<file path="src/rtl/adc_sdo_if.sv">
// Pin-level bundle between the acquisition controller and the ADC SDO emulator.
// master = controller side, slave = emulator side.
interface adc_sdo_if #(
  parameter int N_LANES = 8
) ();
  logic               i_enable;
  logic               i_ADC_CNV_n;
  logic               i_ADC_SCK;
  logic [N_LANES-1:0] o_ADC_SDO;
  logic               o_busy;
  logic [31:0]        o_conv_count;
  logic               o_overrun;

  modport master (
    output i_enable,
    output i_ADC_CNV_n,
    output i_ADC_SCK,
    input  o_ADC_SDO,
    input  o_busy,
    input  o_conv_count,
    input  o_overrun
  );

  modport slave (
    input  i_enable,
    input  i_ADC_CNV_n,
    input  i_ADC_SCK,
    output o_ADC_SDO,
    output o_busy,
    output o_conv_count,
    output o_overrun
  );
endinterface

</file>
<file path="src/rtl/adc_sdo_emulator.sv">
// Emulates an 8-lane CNV/SCK-driven ADC SDO source in the ui_clk domain.
// Define ADC_EMU_PRBS_EN to replace the counter/lane-ID pattern with per-lane PRBS-15.
module adc_sdo_emulator #(
  parameter int SAMPLE_WIDTH = 16,
  parameter int N_LANES      = 8,
  parameter int CONV_CYCLES  = 20
) (
  input  logic       clk,
  input  logic       rst,
  adc_sdo_if.slave   bus
);

  localparam int WCW = (CONV_CYCLES > 1) ? $clog2(CONV_CYCLES) : 1;
  localparam int BCW = $clog2(SAMPLE_WIDTH);

  typedef enum logic [1:0] {
    S_IDLE,
    S_CONV,
    S_SHIFT
  } state_t;

  state_t                  r_state;
  state_t                  w_state_n;
  logic [WCW-1:0]          r_wait;
  logic [WCW-1:0]          w_wait_n;
  logic [BCW-1:0]          r_bit;
  logic [BCW-1:0]          w_bit_n;
  logic [N_LANES-1:0]      r_sdo;
  logic [N_LANES-1:0]      w_sdo_n;
  logic [31:0]             r_count;
  logic [31:0]             w_count_n;
  logic                    r_overrun;
  logic                    w_overrun_n;
  logic [SAMPLE_WIDTH-1:0] r_shreg [N_LANES];
  logic [SAMPLE_WIDTH-1:0] w_shreg_n [N_LANES];
  logic                    w_load;

  // [0],[1] synchronize; [2] is the delayed copy for edge detection
  logic [2:0] r_cnv_sync;
  logic [2:0] r_sck_sync;
  logic       r_cnv_fall;
  logic       r_sck_fall;

  always_ff @(posedge clk) begin
    if (rst) begin
      r_cnv_sync <= 3'b111;
      r_sck_sync <= 3'b000;
      r_cnv_fall <= 1'b0;
      r_sck_fall <= 1'b0;
    end else begin
      r_cnv_sync <= {r_cnv_sync[1:0], bus.i_ADC_CNV_n};
      r_sck_sync <= {r_sck_sync[1:0], bus.i_ADC_SCK};
      r_cnv_fall <= r_cnv_sync[2] & ~r_cnv_sync[1];
      r_sck_fall <= r_sck_sync[2] & ~r_sck_sync[1];
    end
  end

`ifdef ADC_EMU_PRBS_EN
  logic [14:0] r_lfsr [N_LANES];
  logic [14:0] w_lfsr_n [N_LANES];

  // XNOR form of x^15+x^14+1: lock-up state is all ones, so seeds 1..8 are safe
  function automatic logic [14:0] f_lfsr_step(logic [14:0] s);
    return {s[13:0], ~(s[14] ^ s[13])};
  endfunction

  always_comb begin
    for (int l = 0; l < N_LANES; l++) begin
      w_lfsr_n[l] = r_lfsr[l];
      if (w_load) w_lfsr_n[l] = f_lfsr_step(r_lfsr[l]);
    end
  end

  always_ff @(posedge clk) begin
    for (int l = 0; l < N_LANES; l++) begin
      if (rst) r_lfsr[l] <= 15'(l + 1);
      else     r_lfsr[l] <= w_lfsr_n[l];
    end
  end

  function automatic logic [SAMPLE_WIDTH-1:0] f_sample(int lane);
    return SAMPLE_WIDTH'(r_lfsr[lane]);
  endfunction
`else
  function automatic logic [SAMPLE_WIDTH-1:0] f_sample(int lane);
    logic [SAMPLE_WIDTH-1:0] s;
    s = '0;
    s[SAMPLE_WIDTH-1 -: 3]  = 3'(lane);
    s[SAMPLE_WIDTH-4:0]     = r_count[SAMPLE_WIDTH-4:0];
    return s;
  endfunction
`endif

  always_comb begin
    w_state_n   = r_state;
    w_wait_n    = r_wait;
    w_bit_n     = r_bit;
    w_sdo_n     = r_sdo;
    w_count_n   = r_count;
    w_overrun_n = r_overrun;
    w_load      = 1'b0;
    for (int l = 0; l < N_LANES; l++) w_shreg_n[l] = r_shreg[l];

    if (!bus.i_enable) begin
      w_state_n = S_IDLE;
      w_sdo_n   = '0;
    end else if (r_cnv_fall) begin
      // a new strobe always (re)starts conversion, aborting any frame
      w_load    = 1'b1;
      w_count_n = r_count + 32'd1;
      w_wait_n  = WCW'(CONV_CYCLES - 1);
      w_sdo_n   = '0;
      w_state_n = S_CONV;
      if (r_state != S_IDLE) w_overrun_n = 1'b1;
      for (int l = 0; l < N_LANES; l++) w_shreg_n[l] = f_sample(l);
    end else begin
      unique case (r_state)
        S_IDLE: begin
          w_sdo_n = '0;
        end
        S_CONV: begin
          if (r_wait == '0) begin
            w_state_n = S_SHIFT;
            w_bit_n   = BCW'(SAMPLE_WIDTH - 1);
            for (int l = 0; l < N_LANES; l++)
              w_sdo_n[l] = r_shreg[l][SAMPLE_WIDTH-1];
          end else begin
            w_wait_n = r_wait - WCW'(1);
          end
        end
        S_SHIFT: begin
          if (r_sck_fall) begin
            if (r_bit != '0) begin
              w_bit_n = r_bit - BCW'(1);
              for (int l = 0; l < N_LANES; l++) begin
                w_sdo_n[l]   = r_shreg[l][SAMPLE_WIDTH-2];
                w_shreg_n[l] = r_shreg[l] << 1;
              end
            end else begin
              w_sdo_n   = '0;
              w_state_n = S_IDLE;
            end
          end
        end
        default: begin
          w_state_n = S_IDLE;
          w_sdo_n   = '0;
        end
      endcase
    end
  end

  always_ff @(posedge clk) begin
    if (rst) begin
      r_state   <= S_IDLE;
      r_wait    <= '0;
      r_bit     <= '0;
      r_sdo     <= '0;
      r_count   <= '0;
      r_overrun <= 1'b0;
      for (int l = 0; l < N_LANES; l++) r_shreg[l] <= '0;
    end else begin
      r_state   <= w_state_n;
      r_wait    <= w_wait_n;
      r_bit     <= w_bit_n;
      r_sdo     <= w_sdo_n;
      r_count   <= w_count_n;
      r_overrun <= w_overrun_n;
      for (int l = 0; l < N_LANES; l++) r_shreg[l] <= w_shreg_n[l];
    end
  end

  assign bus.o_ADC_SDO    = r_sdo;
  assign bus.o_busy       = (r_state != S_IDLE);
  assign bus.o_conv_count = r_count;
  assign bus.o_overrun    = r_overrun;

endmodule
</file>
<file path="src/flat_wrapper.sv">
// flat-port wrapper written by rule: the top's interface ports become plain ports
module adc_sdo_emulator_flat 
#(
  parameter int SAMPLE_WIDTH = 16,
  parameter int N_LANES      = 8,
  parameter int CONV_CYCLES  = 20
)
  (clk, rst, bus_i_enable, bus_i_ADC_CNV_n, bus_i_ADC_SCK, bus_o_ADC_SDO, bus_o_busy, bus_o_conv_count, bus_o_overrun);
  adc_sdo_if #(.N_LANES(N_LANES)) bus_i ();
  input  logic clk;
  input  logic rst;
  input wire logic [$bits(bus_i.i_enable)-1:0] bus_i_enable;
  input wire logic [$bits(bus_i.i_ADC_CNV_n)-1:0] bus_i_ADC_CNV_n;
  input wire logic [$bits(bus_i.i_ADC_SCK)-1:0] bus_i_ADC_SCK;
  output wire logic [$bits(bus_i.o_ADC_SDO)-1:0] bus_o_ADC_SDO;
  output wire logic [$bits(bus_i.o_busy)-1:0] bus_o_busy;
  output wire logic [$bits(bus_i.o_conv_count)-1:0] bus_o_conv_count;
  output wire logic [$bits(bus_i.o_overrun)-1:0] bus_o_overrun;
  assign bus_i.i_enable = bus_i_enable;
  assign bus_i.i_ADC_CNV_n = bus_i_ADC_CNV_n;
  assign bus_i.i_ADC_SCK = bus_i_ADC_SCK;
  assign bus_o_ADC_SDO = bus_i.o_ADC_SDO;
  assign bus_o_busy = bus_i.o_busy;
  assign bus_o_conv_count = bus_i.o_conv_count;
  assign bus_o_overrun = bus_i.o_overrun;
  adc_sdo_emulator #(.SAMPLE_WIDTH(SAMPLE_WIDTH), .N_LANES(N_LANES), .CONV_CYCLES(CONV_CYCLES)) u_core (.clk(clk), .rst(rst), .bus(bus_i));
endmodule
</file>
<file path="config.mk">
export PLATFORM = sky130hd
export DESIGN_NAME = adc_sdo_emulator_flat
export DESIGN_NICKNAME = d
export VERILOG_FILES = /design/src/rtl/adc_sdo_if.sv /design/src/rtl/adc_sdo_emulator.sv /design/src/flat_wrapper.sv
export SDC_FILE = /design/constraint.sdc
export NUM_CORES = 1
export LEC_CHECK = 0
export CELL_PAD_IN_SITES_DETAIL_PLACEMENT = 1
export CELL_PAD_IN_SITES_GLOBAL_PLACEMENT = 1
export CORE_ASPECT_RATIO = 0.75
export CORE_MARGIN = 1
export CORE_UTILIZATION = 38
export CTS_BUF_LIST = sky130_fd_sc_hd__clkbuf_16
export DETAILED_ROUTE_END_ITERATION = 10
export PLACE_DENSITY = 0.82
export SLEW_MARGIN = 30
export SYNTH_ARGS = -nofsm -noshare
export SYNTH_HDL_FRONTEND = slang
export SYNTH_SLANG_ARGS = --single-unit
</file>
<file path="constraint.sdc">
create_clock -name clk -period 1.9 [get_ports clk]
set_input_delay 0.19 -clock clk [delete_from_list [all_inputs] [get_ports clk]]
set_output_delay 0.19 -clock clk [all_outputs]
set_load 0.02 [all_outputs]
</file>
# Word level (Yosys, flattened, before mapping)
# Memories as Yosys holds them, arrays and structs flattened.
# Cells that the tools add are included.
# totals
elab_cells	88
output_inout_bits	42
memories	1
in_bits	5
register_bits	60
ram_bits	128
# mem_list
name	words	width	rd	rd_clocked_by_memory_dff	write_ports	line_no	source
u_core.r_shreg	8	16	8	0	8	adc_sdo_emulator.sv:34	logic [SAMPLE_WIDTH-1:0] r_shreg [N_LANES];
# classes
n_eq_ne	11
n_bitwise	15
n_addsub	3
reduce_logical	15
mux	32
# op_table
cell	count
$mux 128	5
$mux 16	8
$add 32x1->32 const B	1
$mux 8	3
$pmux 8 s2	1
$mux 5	3
$mux 4	3
$ne 2x1->1 const B	5
$or 1x1->1	8
$pmux 4 s2	1
$reduce_and 4->1	2
$mux 2	3
$ne 3x1->1 const B	2
$pmux 2 s3	1
$reduce_and 3->1	2
$reduce_and 6->1	1
$reduce_bool 2->1	3
$logic_not 5->1	1
$not 1->1	5
$sub 5x1->5 const B	1
$mux 1	4
$reduce_and 2->1	2
$reduce_bool 4->1	1
$sub 4x1->4 const B	1
8 further kinds	9

# Depth between registers and ports, before layout
# depth
ltp_word	7
mapped_depth	7

# Worst setup path after synthesis
# OpenSTA, ideal clock, no wires.
# synth_timing
path_kind	register to register
from	reg u_core.r_count[1] (netlist: u_core.bus.o_conv_count[1])
to	reg u_core.r_count[30] (netlist: u_core.bus.o_conv_count[30])
setup_ns	0.121
arrival_ns	1.806
required_ns	1.779
stages_incl_launch_ff	7
setup_slack_ns	-0.027
path_buffers	1
cell_sequence	dfxtp_1 ha_1 and4_1 clkbuf_2 nand3_1 nor4_1 mux2_2
# synth_via
elab_chain_len	1
# synth_rtl
item	line_no	source
from (decl)	adc_sdo_emulator.sv:30	logic [31:0] r_count;
from (signal assigned)	adc_sdo_emulator.sv:167	r_count <= w_count_n;
$add 32x1->32	adc_sdo_emulator.sv:110	w_count_n = r_count + 32'd1;
# No other way between the ends.
# A chain may end at the register's enable or synchronous reset.

# Worst setup path after layout
# layout_timing
from	reg u_core.r_wait[1]
to	reg u_core.r_bit[1]
# layout_via
elab_chain_len	3
# layout_rtl
item	line_no	source
from (decl)	adc_sdo_emulator.sv:24	logic [WCW-1:0] r_wait;
from (signal assigned)	adc_sdo_emulator.sv:164	r_wait <= w_wait_n;
$logic_not 5->1	adc_sdo_emulator.sv:122	if (r_wait == '0) begin
$ne 2x1->1 (no line)	-	
$reduce_and 6->1 (no line)	-	
to (signal assigned)	adc_sdo_emulator.sv:165	r_bit <= w_bit_n;
to (decl)	adc_sdo_emulator.sv:26	logic [BCW-1:0] r_bit;
# No other way between the ends.

==> impl_metrics.json <==
{
  "status": "completed",
  "clk_pin_slew_worst_paths_ns": 0.06,
  "setup_repair_after_global_routing_missed_its_margin": "yes",
  "report.final.hold_viol_count": 0,
  "synth.largest_area_cell": "sky130_fd_sc_hd__dfxtp_1",
  "crit_path_end_kind": "register",
  "fill_cells": 1149,
  "cts.sink_count": 87,
  "layout_commonest_cell": "sky130_fd_sc_hd__dfxtp_1",
  "fin_worst_skew_ns": 0.00606,
  "power.density_cell_area_nw_per_um2": 743,
  "floorplan_core_area_sq_um": 9890,
  "grt_util_all_layers_pct": 23.3,
  "cpPeakStageDelay_ns": 0.51,
  "placed_area_sq_um": 4840,
  "worst_slew_margin_rel_pct": 65.4,
  "timing_max_transition_violations_final": 0,
  "critical-path-slowest-cell": "sky130_fd_sc_hd__or4b_4",
  "fin_crit_share_pct": 99.3,
  "dieArea_sq_um": 10900,
  "cell_chain_of_the_critical_path": "inv_2 -> ha_4 -> or4b_4 -> a211oi_4 -> and2_4 -> a311oi_1",
  "timing.final.crit_period_ns": 1.89,
  "post_route_cells_drive_above_1_share_pct": 19.2,
  "worst-endpoint-required_ns": 2.10,
  "drt-total-wl_microns": 12200,
  "yosys-top-cells-area": "sky130_fd_sc_hd__dfxtp_1, sky130_fd_sc_hd__a21oi_1, sky130_fd_sc_hd__a211oi_1",
  "ys_warn_count": 0,
  "gr-usage-met2_pct": 39.8,
  "area_added_between_synthesis_and_finish_pct": 32.4,
  "clock_tree.root_cell": "sky130_fd_sc_hd__clkbuf_16",
  "synth-edff-count": 0,
  "dp_hpwl_microns": 8350,
  "io_buffers": 46,
  "layout_common_cells": "sky130_fd_sc_hd__dfxtp_1, sky130_fd_sc_hd__buf_4, sky130_fd_sc_hd__clkdlybuf4s50_1, sky130_fd_sc_hd__a21oi_1, sky130_fd_sc_hd__nor2_1",
  "max_cap_viols": 0,
  "detail_route.iter0.violations": 227,
  "grt_max_degree": 27,
  "drt-vias-per-instance": 5.81,
  "finish.net_count": 537,
  "flip_flop_and_latch_count_after_synthesis": 87,
  "floorplan.die.height_microns": 90.6,
  "avgSynthCellArea_sq_um": 8.91,
  "final_cell_area_sq_um": 5260,
  "crit_path_max_fanout": 5,
  "start_util_pct": 40.2,
  "critPathKind": "register to register",
  "synth.yosys.seq_area_share_pct": 43.8,
  "fmax_mhz": 530,
  "syn-num-nets": 457,
  "setup_tns_ns": 0,
  "grt_most_used_layer": "met2",
  "floorplan.die.width_microns": 120,
  "grt_antenna_before_repair": 0,
  "post-place-ws_ns": -0.0835,
  "grt_overflow_total": 0,
  "grt.met3_usage_pct": 4.92,
  "drtAntennaViolNets": 0,
  "synth_top_area_share_pct": 43.8,
  "leak_nw": 1.81,
  "globalRouteMet1Util_pct": 29.3,
  "cts_tree": "done",
  "rows": 31,
  "most_used_flip_flop_cell_after_synthesis": "sky130_fd_sc_hd__dfxtp_1",
  "timing.hold.worst.class": "input pin to register",
  "diodes": 0,
  "synth.cell_area_sq_um": 3970,
  "htreeDepth": 3,
  "worst_path_arrival_time_ns": 2.09,
  "startpoint_type": "register",
  "cts_max_path_buffers": 2,
  "global_route_wire_length_before_repair_microns": 20400,
  "count_of_vias_placed_by_the_detailed_router": 3852,
  "final_core_utilization_pct": 53.2,
  "cts_buffers": 9,
  "synth_cell_types": 55,
  "drc_errors": 0,
  "final_wtd_congestion": 0.795,
  "detailedRoute.firstPassIterationCount": 4,
  "routedWlPerCell_microns": 18.4,
  "power_w": 0.00391,
  "final.setup.worst_slack_ns": 0.0128,
  "worst_ir_drop_on_vdd_mv": 0.591,
  "clock_insertion_delay_worst_skew_ns": 0.34,
  "worst_pin_slew_ns": 0.517,
  "grt_pass1_vias": 3954,
  "setup_viol": 0,
  "io_count": 47,
  "synthesis.instances": 446,
  "synth_async_sr_flop_share_pct": 0
}
[state kept, by name (all words and copies together) (netlist names)]
name,cells
u_core.bus.o_conv_count,32
u_core.bus.o_overrun,1
u_core.bus.o_ADC_SDO,8
u_core.r_cnv_fall,1
u_core.r_wait,5
u_core.r_sck_sync,3
u_core.r_cnv_sync,3
u_core.r_shreg,27
u_core.r_bit,4
u_core.r_sck_fall,1
u_core.r_state,2
[routing by layer]
layer,vias up,routed length [microns]
li1,1810,-
met1,1940,5570
met2,83,6000
met3,19,413
met4,0,199
met5,-,0
[power by group]
part / switching, W / total, W / internal (W)
sequential: 0.0000109 / 0.00185 / 0.00184
clock: 0.000739 / 0.00190 / 0.00116
combinational: 0.000101 / 0.000162 / 0.0000606
[kinds of logic (layout without fill, tap and decap cells)]
kind of cell,count (synthesis),in the layout,share of synthesized area (%)
AO/OA/AOI/OAI,129,129,21.7
XOR/XNOR,10,10,2.20
adder cells (fa/ha/maj),6,6,1.89
buffers and inverters,50,135,5.38
flip-flops,87,87,43.8
multiplexers,18,18,4.69
AND/OR/NAND/NOR,146,146,20.3
[what timing repair did]
| action | in CTS | in global routing |
|---|---|---|
| setup buffers | 0 | 2 |
| endpoints found under the setup margin | 17 | 35 |
| resized for setup | 5 | 19 |
| pin swaps | 2 | 7 |
| hold buffers | 0 | 0 |
[Yosys cell counts, types with 7 or more instances]
cell type / n
sky130_fd_sc_hd__a22oi_1: 8
sky130_fd_sc_hd__o2bb2ai_1: 9
sky130_fd_sc_hd__or3_1: 7
sky130_fd_sc_hd__nand4_1: 10
sky130_fd_sc_hd__nor2b_1: 7
sky130_fd_sc_hd__mux2i_1: 13
sky130_fd_sc_hd__or4_1: 9
sky130_fd_sc_hd__nand2_1: 26
sky130_fd_sc_hd__nor2_1: 30
sky130_fd_sc_hd__nand3_1: 17
sky130_fd_sc_hd__a21oi_1: 36
sky130_fd_sc_hd__inv_1: 20
sky130_fd_sc_hd__xor2_1: 9
sky130_fd_sc_hd__dfxtp_1: 87
sky130_fd_sc_hd__o31ai_1: 11
sky130_fd_sc_hd__a211oi_1: 20
sky130_fd_sc_hd__clkbuf_1: 15
sky130_fd_sc_hd__o21ai_0: 17
[metrics by stage]
step | hold WS, ns | std cells
floorplan | 0.294 | 446
global placement | 0.391 | 645
detailed placement | 0.400 | 645
CTS | 0.290 | 661
global route | 0.327 | 663
finish | 0.304 | 663
[layout make-up]
class                      instances  area (sq um)  share of cell area (%)
clock inverter                     7          96.3                    1.83
sequential                        87          1750                    33.2
clock buffer                       9           225                    4.28
multi-input combinational        309          2100                    39.8
inverter                          21          78.8                    1.50
timing repair buffer              98           852                    16.2
tap                              132           165                    3.14
[worst max-delay path: cells and delay by family, from the launching register on]
kind / cells / cell delay [ns]
AND/OR/NAND/NOR: 2 / 0.74
AO/OA/AOI/OAI: 2 / 0.47
flip-flops: 1 / 0.33
adder cells (fa/ha/maj): 1 / 0.14
buffers and inverters: 1 / 0.08
[worst paths after layout]
| check | from | end | slack (ns) | cells after the start |
|---|---|---|---|---|
| setup / recovery | u_core.r_wait[1] | u_core.r_bit[1] | 0.01 | 6 |
| hold / removal | rst | u_core.bus.o_conv_count[0] | 0.30 | 2 |
| setup reg to reg | u_core.r_wait[1] | u_core.r_bit[1] | 0.01 | 6 |
| hold reg to reg | u_core.r_cnv_sync[0] | u_core.r_cnv_sync[1] | 0.41 | 1 |
Power figures use the tool's default switching activity.
==> variant (config.mk and constraints unchanged) <==
The option `ADC_EMU_PRBS_EN` is turned on by a define.
--- a/src/rtl/adc_sdo_emulator.sv
+++ b/src/rtl/adc_sdo_emulator.sv
@@ -1,4 +1,6 @@
 // Emulates an 8-lane CNV/SCK-driven ADC SDO source in the ui_clk domain.
 // Define ADC_EMU_PRBS_EN to replace the counter/lane-ID pattern with per-lane PRBS-15.
+`define ADC_EMU_PRBS_EN
+
 module adc_sdo_emulator #(
   parameter int SAMPLE_WIDTH = 16,
Check against the original RTL: no difference found for any inputs over 4 cycles, from zero or initial values and one cycle with rst high; that may be too few to reach the edited logic, so the function may still have changed.
==> variant against the unedited design <==
- the run now ends with negative setup slack left
- sequential share of layout area rose by 5.6 points
- global-route usage down 3.9 points
- critical path depth grew 1
- cell count grew to 2.9 times the old value
- synthesized cell count increased to 3.1 times the old value
- sequential cell count rose by 221
- setup slack got worse by 55 ps
- clock skew is 18 ps higher
- area after synthesis increased to 3.2 times the old value
- wire length rose to 3.1 times the old value
- power increased to 3.4 times the old value
- non-clock buffer count is 19 higher
- design area grew to 3.0 times the old value
- critical path type unchanged
- critical endpoint is now u_core.r_shreg[1][18]
- largest cell class unchanged
- largest power group is now registers
- highest routed layer unchanged
==> variant: results (changes against the unedited design) <==
The run finished, with violations left. The final reports fail on negative setup slack. The worst-case clock skew was 24.0 ps (+18.0 ps). The normalized max-slew margin came out at 50.4% (-15 points). The total of warnings raised by yosys is 0 (unchanged). The average wire per standard cell came out at 19.7 um (+7.1%). Yosys attributes the largest share of cell area to sky130_fd_sc_hd__dfxtp_1 (49%), sky130_fd_sc_hd__a21oi_1 (10%), sky130_fd_sc_hd__mux2i_1 (8.9%), sky130_fd_sc_hd__nand2_1 (7.6%), sky130_fd_sc_hd__a211oi_1 (6.6%). The average footprint of a synthesized cell came out at 9.01 um^2 (+1.1%).

The combined global-route utilization of all metal layers is 19.4% (-3.9 points). The setup slack of the critical path after layout was -42.1 ps (-54.9 ps). The via count normalized by instance count was 5.60 (-3.6%). The buffer depth of the longest clock path came to 3 (+1).

The cell leakage power came out at 5.05 nW (+180%). The worst hold path belongs to the class in2reg. The number of buffers created by CTS came to 31 (+22). The final setup violation count is 15 (+15). The first-pass iteration count of the detailed router is 5 (+1). The share of flip-flops with an asynchronous set or reset after synthesis came to 0% (unchanged). The flip-flop count of the largest register, all copies and words added is 128 (+300%). The placed cell count is 1819 (+180%). The number of diodes was 0 (unchanged). For this run, the leading register cell type out of synthesis is sky130_fd_sc_hd__dfxtp_1. The number of H-tree branching levels is 1 (-2).

The wire length of the first global-routing pass came to 55.0 mm (+170%). The clock-pin slew on the worst setup and hold paths came out at 70 ps. The share of post-route cells with drive strength above 1 is 21.4% (+2.2 points). The clock latency on the worst-skew pair was 580 ps (+240 ps). The final weighted congestion of routability-driven global placement came out at 0.742 (-6.6%). The initial antenna violation count was 0 (unchanged). The critical path arrival is 2410 ps (+320 ps).

The total routed wirelength is 37.3 mm (+210%). On the critical path, the stage with the largest delay is an instance of sky130_fd_sc_hd__or3b_4. The final net count came out at 1441 (+170%).

The number of global-route vias before repair came out at 10700 (+170%). The sequential area share after synthesis came out at 48.9% (+5.1 points). The post-DP HPWL came to 19.4 mm (+130%).

The number of violations reported at the end of detailed-routing iteration 0 is 554 (+140%). The largest delay contributor family on the critical path is simple AND/OR/NAND/NOR gates. The library cell used as clock root buffer is sky130_fd_sc_hd__clkbuf_16.

The distinct cell type count after synthesis is 56 (+1.8%). The number of port buffers is 46 (unchanged). The highest ir drop seen on vdd is 0.000649 V (+9.7%). The maximum cell stage delay along the critical path is 470 ps (-40 ps).

The commonest cells after synthesis are sky130_fd_sc_hd__dfxtp_1 (308), sky130_fd_sc_hd__a21oi_1 (254), sky130_fd_sc_hd__nand2_1 (254). The largest fanout on the critical path is 40 (+35). The maximum number of pins on one net before global-route repair was 127 (+370%). The register with the highest flop count is u_core.r_shreg.
-- variant: changes by cell type after synthesis, sizes merged, moves of 8 or more --
cell,before,now
dfxtp,87,308
clkbuf,16,88
a22o,0,8
a211oi,21,116
a21oi,36,256
mux2i,13,112
nand2,26,254
buf,13,35
-- variant: layer usage --
metal	wire, um	global-route usage [%]	vias to the layer above	share of wire (%)
li1	-	-	5052	-
met1	16800	25.9	5388	45
met2	18800	32.8	142	50
met3	1100	3.07	43	2.9
met4	651	4.02	0	1.7
met5	0	0	-	0
-- variant: worst paths after layout --
check / start / end / slack, ps / depth (start not counted)
max: u_core.r_bit[1] / u_core.r_shreg[1][18] / -40 / 7
min: bus_i_enable / u_core.bus.o_conv_count[3] / 120 / 5
max reg2reg: u_core.r_bit[1] / u_core.r_shreg[1][18] / -40 / 7
min reg2reg: u_core.r_sck_sync[1] / u_core.r_sck_fall / 410 / 1
-- variant: report_power, final --
part	internal, W	switching (W)	total [W]
registers	0.00653	0.0000588	0.00659
logic	0.000238	0.000454	0.000691
clock network	0.00324	0.00265	0.00589
-- variant: cells by family after synthesis --
kind of cell | count (synthesis) | synth area share, %
simple gates | 376 | 13.6
fa+ha+maj | 6 | 0.595
flops | 308 | 48.9
compound gates | 438 | 21.3
buf+inv | 136 | 4.95
mux | 117 | 9.34
xor+xnor | 19 | 1.32
-- variant: stage by stage --
step	setup WS [ps]	power, W	area [um^2]	setup TNS [ps]	hold WS, ps
after global placement	21.8	0.00722	13700	0	394
after global routing	-92.2	0.0136	15900	-2880	140
after floorplan	0.947	0.00709	12700	0	294
after detailed placement	-18.4	0.00724	13700	-61.1	402
final	-42.1	0.0132	15900	-207	123
after CTS	-15.1	0.0131	14800	-133	102
-- variant: repair_timing --
item,in CTS,in global routing
pin swaps,2,42
endpoints found under the hold margin,16,0
buffers inserted,1,3
cloned,0,15
hold buffers,1,0
setup endpoints to repair,53,146
gates resized for setup,34,178
-- variant: tightest hold or removal path: cells and delay by family --
family	cells	cell delay (ps)
buffers and inverters	2	250
AOI/OAI and AO/OA	1	50
and+or+nand+nor	2	160
-- variant: final cells by class --
| cell class | count | area [um^2] |
|---|---|---|
| Multi-Input combinational cell | 959 | 6810 |
| Sequential cell | 308 | 6180 |
| Timing Repair Buffer | 117 | 1380 |
| Clock buffer | 31 | 776 |
| Inverter | 13 | 48.8 |
| Clock inverter | 27 | 190 |
| Fill cell | 3630 | 16600 |
| Tap cell | 442 | 553 |
